## config.mk

```make
export PLATFORM = sky130hd
export DESIGN_NAME = paddle_ctrl_flat
export DESIGN_NICKNAME = d
export VERILOG_FILES = /design/src/rtl/paddle_if.sv /design/src/rtl/paddle_ctrl.sv /design/src/flat_wrapper.sv
export SDC_FILE = /design/constraint.sdc
export NUM_CORES = 1
export LEC_CHECK = 0
export CORE_UTILIZATION = 50
export DETAILED_ROUTE_END_ITERATION = 12
export DONT_BUFFER_PORTS = 1
export PLACE_DENSITY = 0.75
export RECOVER_POWER = 25
export SYNTH_ARGS = -nofsm -noshare
export SYNTH_HDL_FRONTEND = slang
export SYNTH_SLANG_ARGS = --single-unit
```

## constraint.sdc

```tcl
create_clock -name clk -period 3.4 [get_ports clk]
set_input_delay 0.85 -clock clk [delete_from_list [all_inputs] [get_ports clk]]
set_output_delay 0.85 -clock clk [all_outputs]
set_load 0.005 [all_outputs]
```

## src/rtl/paddle_if.sv

```systemverilog
// -----------------------------------------------------------------------------
// paddle_if : signal bundle between the Breakout frame logic and paddle_ctrl.
//
//   frame_tick  one-cycle pulse per video frame
//   start       active-low start button
//   L, R        active-low move-left / move-right buttons
//   ballx       ball left x
//   bally       ball bottom row
//   padx        paddle left x
//   pady        paddle top row (constant)
//   pad_col     one-cycle ball/paddle collision pulse
//   pad_ang     zone index of the last collision, 0 = leftmost
//   speed       current paddle speed in pixels/frame
//
// master drives the buttons/ball position, slave (paddle_ctrl) drives the paddle.
// -----------------------------------------------------------------------------
interface paddle_if;
   logic       frame_tick;
   logic       start;
   logic       L;
   logic       R;
   logic [9:0] ballx;
   logic [9:0] bally;
   logic [9:0] padx;
   logic [9:0] pady;
   logic       pad_col;
   logic [2:0] pad_ang;
   logic [3:0] speed;

   modport master (
      output frame_tick, start, L, R, ballx, bally,
      input  padx, pady, pad_col, pad_ang, speed
   );

   modport slave (
      input  frame_tick, start, L, R, ballx, bally,
      output padx, pady, pad_col, pad_ang, speed
   );
endinterface

```

## src/rtl/paddle_ctrl.sv

```systemverilog
// -----------------------------------------------------------------------------
// paddle_ctrl : Breakout paddle controller.
//
// Moves the paddle from the active-low L/R buttons once per frame_tick, clamps
// it to the playfield, and reports ball/paddle contact as a one-shot pulse plus
// the zone index used by the ball-motion block to choose the rebound angle.
//
// Ports:
//   clk   system clock
//   rst   synchronous active-high reset
//   pif   paddle_if.slave (frame_tick, start, L, R, ballx, bally in;
//         padx, pady, pad_col, pad_ang, speed out)
//
// Build option:
//   PADDLE_ACCEL_EN  when defined, speed rises by one every ACCEL_FRAMES ticks
//                    of continuous movement, saturating at MAX_SPEED. When
//                    undefined, speed is fixed at 1 and no hold counter exists.
// -----------------------------------------------------------------------------
module paddle_ctrl #(
   parameter int SCREEN_W     = 320,
   parameter int PAD_Y        = 200,
   parameter int PAD_START_X  = 100,
   parameter int ZONE_W       = 16,
   parameter int ZONES        = 5,
   parameter int MAX_SPEED    = 4,
   parameter int ACCEL_FRAMES = 8
) (
   input logic     clk,
   input logic     rst,
   paddle_if.slave pif
);

   localparam int          PAD_W = ZONES * ZONE_W;
   localparam logic [10:0] X_MAX = 11'(SCREEN_W - PAD_W);

   localparam logic [1:0] IDLE   = 2'd0;
   localparam logic [1:0] READY  = 2'd1;
   localparam logic [1:0] MOVE_L = 2'd2;
   localparam logic [1:0] MOVE_R = 2'd3;

   if (ZONES < 1 || ZONES > 8 || MAX_SPEED < 1 || MAX_SPEED > 15 ||
       ACCEL_FRAMES < 1) begin : g_param_check
      $error("paddle_ctrl: parameter out of range");
   end

   logic [1:0]  state;
   logic [9:0]  padx_r;
   logic        pad_col_r;
   logic [2:0]  pad_ang_r;
   logic        supp;
   logic [3:0]  step;

   logic [10:0] bx11;
   logic [10:0] px11;
   logic [10:0] sum_r;
   logic [9:0]  left_x;
   logic [9:0]  right_x;
   logic        hit;
   logic [2:0]  zone;
   logic        l_dn;
   logic        r_dn;

   // Hit test, zone comparators and clamped move targets, all on pre-move padx.
   // 11-bit sums keep padx + PAD_W and padx + step from wrapping.
   always_comb begin
      bx11  = {1'b0, pif.ballx};
      px11  = {1'b0, padx_r};
      l_dn  = ~pif.L;
      r_dn  = ~pif.R;
      hit   = (pif.bally == 10'(PAD_Y)) && (bx11 >= px11) &&
              (bx11 <= px11 + 11'(PAD_W - 1));
      // Zone = number of zone boundaries the ball is at or past.
      zone  = '0;
      for (int k = 1; k < ZONES; k++) begin
         if (bx11 >= px11 + 11'(k * ZONE_W)) zone = 3'(k);
      end
      sum_r   = px11 + {7'd0, step};
      right_x = (sum_r > X_MAX) ? X_MAX[9:0] : sum_r[9:0];
      left_x  = ({6'd0, step} > padx_r) ? 10'd0 : padx_r - {6'd0, step};
   end

   always_ff @(posedge clk) begin
      if (rst) begin
         state     <= IDLE;
         padx_r    <= 10'(PAD_START_X);
         pad_col_r <= 1'b0;
         pad_ang_r <= 3'd0;
         supp      <= 1'b0;
      end else begin
         pad_col_r <= 1'b0;
         if (pif.frame_tick) begin
            // Re-arm once the ball has left the paddle row; a hit implies
            // bally == PAD_Y, so the two assignments never collide.
            if (pif.bally != 10'(PAD_Y)) supp <= 1'b0;
            if (state != IDLE && hit && !supp) begin
               pad_col_r <= 1'b1;
               pad_ang_r <= zone;
               supp      <= 1'b1;
            end
            case (state)
               IDLE: begin
                  if (!pif.start) begin
                     state  <= READY;
                     padx_r <= 10'(PAD_START_X);
                  end
               end
               READY: begin
                  if (l_dn && !r_dn)      state <= MOVE_L;
                  else if (r_dn && !l_dn) state <= MOVE_R;
               end
               MOVE_L: begin
                  padx_r <= left_x;
                  if (!l_dn || r_dn) state <= READY;
               end
               default: begin
                  padx_r <= right_x;
                  if (!r_dn || l_dn) state <= READY;
               end
            endcase
         end
      end
   end

`ifdef PADDLE_ACCEL_EN
   localparam int CNT_W = $clog2(ACCEL_FRAMES + 1);

   logic [CNT_W-1:0] hold_cnt;
   logic [3:0]       speed_r;
   logic             to_ready;
   logic             moving_on;

   function automatic logic [3:0] sat_inc(input logic [3:0] s);
      return (s >= 4'(MAX_SPEED)) ? 4'(MAX_SPEED) : s + 4'd1;
   endfunction

   always_comb begin
      to_ready  = (state == IDLE   && !pif.start) ||
                  (state == MOVE_L && (!l_dn || r_dn)) ||
                  (state == MOVE_R && (!r_dn || l_dn));
      moving_on = (state == MOVE_L || state == MOVE_R) && !to_ready;
   end

   // Speed used on a tick is the value before that tick's update, so the
   // first step-up takes effect on tick ACCEL_FRAMES+1 of the hold.
   always_ff @(posedge clk) begin
      if (rst) begin
         hold_cnt <= '0;
         speed_r  <= 4'd1;
      end else if (pif.frame_tick) begin
         if (to_ready) begin
            hold_cnt <= '0;
            speed_r  <= 4'd1;
         end else if (moving_on) begin
            if (hold_cnt == CNT_W'(ACCEL_FRAMES - 1)) begin
               hold_cnt <= '0;
               speed_r  <= sat_inc(speed_r);
            end else begin
               hold_cnt <= hold_cnt + 1'b1;
            end
         end
      end
   end

   assign step = speed_r;
`else
   assign step = 4'd1;
`endif

   assign pif.padx    = padx_r;
   assign pif.pady    = 10'(PAD_Y);
   assign pif.pad_col = pad_col_r;
   assign pif.pad_ang = pad_ang_r;
   assign pif.speed   = step;

endmodule
```

## src/flat_wrapper.sv

```systemverilog
// flat-port wrapper written by rule: the top's interface ports become plain ports
module paddle_ctrl_flat 
#(
   parameter int SCREEN_W     = 320,
   parameter int PAD_Y        = 200,
   parameter int PAD_START_X  = 100,
   parameter int ZONE_W       = 16,
   parameter int ZONES        = 5,
   parameter int MAX_SPEED    = 4,
   parameter int ACCEL_FRAMES = 8
)
  (clk, rst, pif_frame_tick, pif_start, pif_L, pif_R, pif_ballx, pif_bally, pif_padx, pif_pady, pif_pad_col, pif_pad_ang, pif_speed);
  paddle_if pif_i ();
  input logic clk;
  input logic rst;
  input wire logic [$bits(pif_i.frame_tick)-1:0] pif_frame_tick;
  input wire logic [$bits(pif_i.start)-1:0] pif_start;
  input wire logic [$bits(pif_i.L)-1:0] pif_L;
  input wire logic [$bits(pif_i.R)-1:0] pif_R;
  input wire logic [$bits(pif_i.ballx)-1:0] pif_ballx;
  input wire logic [$bits(pif_i.bally)-1:0] pif_bally;
  output wire logic [$bits(pif_i.padx)-1:0] pif_padx;
  output wire logic [$bits(pif_i.pady)-1:0] pif_pady;
  output wire logic [$bits(pif_i.pad_col)-1:0] pif_pad_col;
  output wire logic [$bits(pif_i.pad_ang)-1:0] pif_pad_ang;
  output wire logic [$bits(pif_i.speed)-1:0] pif_speed;
  assign pif_i.frame_tick = pif_frame_tick;
  assign pif_i.start = pif_start;
  assign pif_i.L = pif_L;
  assign pif_i.R = pif_R;
  assign pif_i.ballx = pif_ballx;
  assign pif_i.bally = pif_bally;
  assign pif_padx = pif_i.padx;
  assign pif_pady = pif_i.pady;
  assign pif_pad_col = pif_i.pad_col;
  assign pif_pad_ang = pif_i.pad_ang;
  assign pif_speed = pif_i.speed;
  paddle_ctrl #(.SCREEN_W(SCREEN_W), .PAD_Y(PAD_Y), .PAD_START_X(PAD_START_X), .ZONE_W(ZONE_W), .ZONES(ZONES), .MAX_SPEED(MAX_SPEED), .ACCEL_FRAMES(ACCEL_FRAMES)) u_core (.clk(clk), .rst(rst), .pif(pif_i));
endmodule
```

**Word-level counts from Yosys, hierarchy flattened**

Cells that the tools add are included.

- Register bits after elaboration: 17
- Input port bits: 26
- Output and inout bits: 28

- Add/sub/neg operators: 7
- Order comparisons: 8
- Equal/unequal tests: 7
- Muxes and demuxes: 17
- Bitwise operators: 4
- Reduce and logical (&&, ||, !) cells: 18

Operators by type and width:

| cell | count |
|---|---|
| $ge A10 B11 Y1 | 4 |
| $mux W10 | 3 |
| $pmux W10 S3 | 1 |
| $add A10 B6 Y11 const B | 2 |
| $add A10 B7 Y11 const B | 2 |
| $add A10 B1 Y11 const B | 1 |
| $add A10 B5 Y11 const B | 1 |
| $gt A11 B8 Y1 const B | 1 |
| $le A10 B11 Y1 | 1 |
| $eq A10 B8 Y1 const B | 1 |
| $ge A10 B10 Y1 | 1 |
| $gt A1 B10 Y1 const A | 1 |
| $mux W2 | 5 |
| $ne A10 B8 Y1 const B | 1 |
| $sub A10 B1 Y10 const B | 1 |
| $mux W3 | 3 |
| $logic_and A1 B1 Y1 | 6 |
| $pmux W2 S3 | 1 |
| $reduce_and A5 Y1 | 1 |
| $mux W1 | 4 |
| $not A1 Y1 | 4 |
| $reduce_and A2 Y1 | 2 |
| $reduce_bool A2 Y1 | 2 |
| $reduce_bool A4 Y1 | 1 |
| other kinds (10) | 11 |

**Depth between registers and ports, before layout**

- Depth in word-level cells: 7
- Mapped depth: 14
- Gate-level depth less buffers: 12

**Least setup slack after synthesis**

OpenSTA, ideal clock, no wires.

- Path kind: reg-to-reg
- From: register u_core.padx_r[0], in the netlist u_core.pif.padx[0]
- To: register u_core.pad_ang_r[0], in the netlist u_core.pif.pad_ang[0]
- Arrival: 2980 ps
- Slack: 319 ps
- Cell stages (with the launch flop): 14
- Path buffers: 2
- Period minus slack after synthesis: 3081 ps
- Path through: dfxtp_1 -> clkbuf_1 -> inv_1 -> ha_1 -> or3b_1 -> buf_2 -> a31oi_4 -> xnor2_1 -> ha_1 -> a21o_1 -> a211oi_1 -> o221a_2 -> o221ai_4 -> o41ai_1

- Cells in the longest elaborated chain, start to end: 6
- Elaborated cells on any way between the ends: 20
- Those cells by class: add/sub (5); order compare (6); mux (4); reduce/logical (5)

RTL lines:

| item | line | source |
|---|---|---|
| from (decl) | paddle_ctrl.sv:47 | `logic [9:0] padx_r;` |
| from (signal assigned) | paddle_ctrl.sv:85 | `padx_r <= 10'(PAD_START_X);` |
| from (signal assigned) | paddle_ctrl.sv:104 | `padx_r <= 10'(PAD_START_X);` |
| from (signal assigned) | paddle_ctrl.sv:112 | `padx_r <= left_x;` |
| $add A10 B5 Y11, or another cell as far along | paddle_ctrl.sv:75 | `if (bx11 >= px11 + 11'(k * ZONE_W)) zone = 3'(k);` |
| $ge A10 B11 Y1, or another cell as far along | paddle_ctrl.sv:75 |  |
| $mux W1 / $logic_and A1 B1 Y1 (equally long branches) | paddle_ctrl.sv:75, paddle_ctrl.sv:70 |  |
| $mux W3 / $logic_and A1 B1 Y1 (equally long branches) (2 in series) | paddle_ctrl.sv:75, paddle_ctrl.sv:95 |  |
| $mux W3 / $reduce_and A2 Y1 (equally long branches) | - |  |
| to (signal assigned) | paddle_ctrl.sv:97 | `pad_ang_r <= zone;` |
| to (decl) | paddle_ctrl.sv:49 | `logic [2:0] pad_ang_r;` |

Several ways; a longest one is shown, not always the timed one.
A chain may end at the register's enable or synchronous reset.

**Worst setup path in the final report**

- From: register u_core.padx_r[0], in the netlist u_core.pif.padx[0]
- To: register u_core.pad_ang_r[1], in the netlist u_core.pif.pad_ang[1]

- Cells in the longest elaborated chain, start to end: 6
- Elaborated cells on any way between the ends: 17
- Those cells by class: add/sub (4); order compare (5); mux (3); reduce/logical (5)

RTL lines:

| item | line | source |
|---|---|---|
| $add A10 B7 Y11 / $ge A10 B10 Y1 (equally long branches) | paddle_ctrl.sv:71, paddle_ctrl.sv:70 |  |
| $le A10 B11 Y1 / $logic_and A1 B1 Y1 (equally long branches) | paddle_ctrl.sv:71, paddle_ctrl.sv:70 |  |
| $logic_and A1 B1 Y1 | paddle_ctrl.sv:70 | `hit = (pif.bally == 10'(PAD_Y)) && (bx11 >= px11) &&` |
| $logic_and A1 B1 Y1 (2 in series) | paddle_ctrl.sv:95 | `if (state != IDLE && hit && !supp) begin` |
| $reduce_and A2 Y1 (no source line) | - |  |

Several ways; a longest one is shown, not always the timed one.

==> run_results.csv <==
group,metric,value,unit
layout,nFillCells,547,
clock_tree,cts_setup_buffers,0,
timing,skew,0.005720,ns
synth,ys_top_cells_by_area,"ha_1 (23%), dfxtp_1 (12%), xnor2_1 (6.8%), a21oi_1 (5.1%), buf_4 (4.0%)",
layout,fin_nets,436,
route,drtIter0Drc,216,
layout,antennaDiodeCount,0,
synth,synthAdderAreaFrac,22.92,%
timing,period_share,92.40,%
critical_path,cpMostUsedCell,"ha_1",
grt,antenna_found_initial,0,
clock_tree,clkSinkCount,17,
route,first_pass_iters,5,
critical_path,cp_data_arrival_time,3.30,ns
critical_path,critPathTopFamily,"compound AO/OA/AOI/OAI gates",
power,leakage,1.124,nW
route,wire_per_inst,17.79,µm
synth,yosysSeqAreaShare,11.99,%
run_status,status,"finished clean",
synth,ys_types,67,
die,die_area,5983,µm²
die,io_pins,54,
grt,grt_max_degree,22,
clock_tree,clock_path_buffers,2,
synth,muxShareOfSynthArea,0.3526,%
route,drc,0,
critical_path,worst-path-buf-inv,1,
timing,tightest_slew,0.7089,ns
critical_path,slowest_delay,0.48,ns
clock_tree,clkSlewWorstSetupHoldPaths,0.07,ns
synth,ys_warn_count,0,
die,die_h,77.35,µm
grt,grt_pass1_vias,2532,
clock_tree,clock_latency,0.26,ns
synth,synth_top_family_by_area,"compound AO/OA/AOI/OAI gates",
grt,gr-total-overflow,0,
clock_tree,cts_buffers,3,
synth,ys_async_sr_fraction,0,%
timing,rsz0062_at_grt,"false",
die,core_area,5473,µm²
synth,ys.flop_type,"dfxtp_1",
power,max-vdd-ir-drop,192.8,µV
die,die_w,77.35,µm
route,wl,7634,µm
synth,yosys-top-cells-count,"ha_1 (52), a21oi_1 (29), nand2_1 (24), nor2_1 (24), xnor2_1 (22)",
synth,yosysTopAreaCell,"ha_1",
placement,dpl_cell_area,2853,µm²
grt,grt_pass1_wl,12690,µm
synth,syn_avg_cell_area,7.821,µm²
critical_path,cp-end-kind,"flop",
timing,tns,0,ns
critical_path,cpMaxStageDelayCell,"or3b_1",
synth,synth_seq_cells,17,
power,p_per_area,178.0,nW/µm²
clock_tree,cts_resized,0,
clock_tree,tritoncts,"yes",
synth,netlist_area,2839,µm²
timing,hold_violations,0,
timing,setup-violations-final,0,
placement,port-buffer-count,0,
synth,synth_xor_area_share,7.096,%
timing,slew_headroom,52.42,%
synth,yosysTopAreaCellShare,22.92,%
critical_path,cp-start-kind,"flop",
grt,grt.total_usage,26.42,%
clock_tree,cts-root-buf,"clkbuf_8",
die,initial_core_util,51.87,%
clock_tree,cts_max_level,1,
die,rows,27,
job,drv_cap,0,
critical_path,critPathMaxFanout,7,
layout,finalInstanceArea,2899,µm²
route,via_count,2694,
route,vias_per_cell,6.280,
layout,syn2layout_area_growth,2.115,%
hold_path,min_path_type,"flop to flop",
placement,place_congestion,0.9780,
critical_path,path_class,"flop to flop",
timing,fmax,0.3183,GHz
timing,post-route-min-period,3.142,ns
critical_path,crit_required,3.55,ns
synth,synth_compound_area_share,25.83,%
critical_path,crit_chain,"inv_1 > ha_1 > or3b_1 > a31oi_4 > xnor2_1 > ha_1 > a21o_1 > a211oi_1 > o221a_2 > o221ai_4 > o41ai_1",
synth,synth_cells,363,
layout,layout-drive-gt1-share,7.563,%
route,antenna_left,0,
clock_tree,cts.hold.buffers_added,0,
synth,synth_edf_count,0,
synth,yosysMostFrequentCell,"ha_1",
synth,synth_simple_gate_area_share,21.99,%
placement,dp_hpwl,6082,µm
timing,slew_viol_final,0,
==> routing by layer <==
metal | wire length (µm) | part of all wire [%] | track usage (%) | vias to the layer above
met3 | 412 | 5.4 | 2.941 | 20
met2 | 3609 | 47 | 44.07 | 97
li1 | - | - | - | 1304
met5 | 0 | 0 | 0 | -
met4 | 244 | 3.2 | 11.32 | 0
met1 | 3367 | 44 | 34.21 | 1273
==> layout make-up <==
class                           instances  area (µm²)  area share [%]
Clock buffer                            3       41.29           1.424
Clock inverter                          1       5.005          0.1726
Inverter                               20       75.07           2.590
Multi-Input combinational cell        306        2272           78.38
Sequential cell                        17       340.3           11.74
Tap cell                               72       90.09           3.107
Timing Repair Buffer                   10       75.07           2.590
==> power breakdown <==
part           switching [W]  leakage [nW]  internal, W  total (W)
combinational      0.0000898         0.961    0.0000634   0.000153
sequential        0.00000517         0.138     0.000202   0.000208
clock              0.0000738        0.0255    0.0000816   0.000155
==> logic make-up after synthesis <==
logic type	count (synthesis)
flip-flops	17
adder cells (fa/ha/maj)	52
AND/OR/NAND/NOR	112
XOR/XNOR	23
AO/OA/AOI/OAI	104
multiplexers	1
other	2
buffers and inverters	52
==> metrics by stage <==
step	power, W	instances	util (%)	hold slack (ns)	setup slack [ns]
3_3_place_gp	0.0003588	425	52.13	0.4721	0.4196
3_5_place_dp	0.0003620	425	52.13	0.4625	0.3208
6_report	0.0005160	429	52.97	0.4835	0.2584
4_1_cts	0.0005179	429	52.97	0.4797	0.2677
5_1_grt	0.0005487	429	52.97	0.4929	0.07099
2_1_floorplan	0.0003440	375	-	0.4482	0.3189
==> flip-flops by register name, indices dropped and copies added, names as in the netlist <==
register and flops:
u_core.state 2, u_core.pif.pad_ang 3, u_core.pif.padx 10, u_core.supp 1
u_core.pif.pad_col 1
==> worst reg2reg max path: cells and delay by family (launching register included) <==
family,cells,cell delay (ns)
AND/OR/NAND/NOR,1,0.48
adder cells (fa/ha/maj),2,0.50
flip-flops,1,0.34
XOR/XNOR,1,0.14
AO/OA/AOI/OAI,6,1.46
buffers and inverters,1,0.11
==> cells in the final DEF, fill, tap and decap left out, types with 10 or more instances in the layout <==
master / synthesis / final
a21oi_1: 29 / 29
o21ai_0: 15 / 15
buf_4: 15 / 10
ha_1: 52 / 52
xnor2_1: 22 / 22
nand3_1: 14 / 14
inv_1: 18 / 18
nand2_1: 24 / 24
nor2_1: 24 / 24
conb_1: 2 / 14
dfxtp_1: 17 / 17
==> final timing paths <==
kind | start | to | slack [ns] | depth (start not counted)
hold reg to reg | u_core.supp | u_core.supp | 0.48 | 2
hold / removal | u_core.supp | u_core.supp | 0.48 | 2
setup reg to reg | u_core.pif.padx[0] | u_core.pif.pad_ang[1] | 0.26 | 11
setup / recovery | u_core.pif.padx[0] | u_core.pif.pad_ang[1] | 0.26 | 11
No activity file was read; power rests on OpenSTA's default activity.
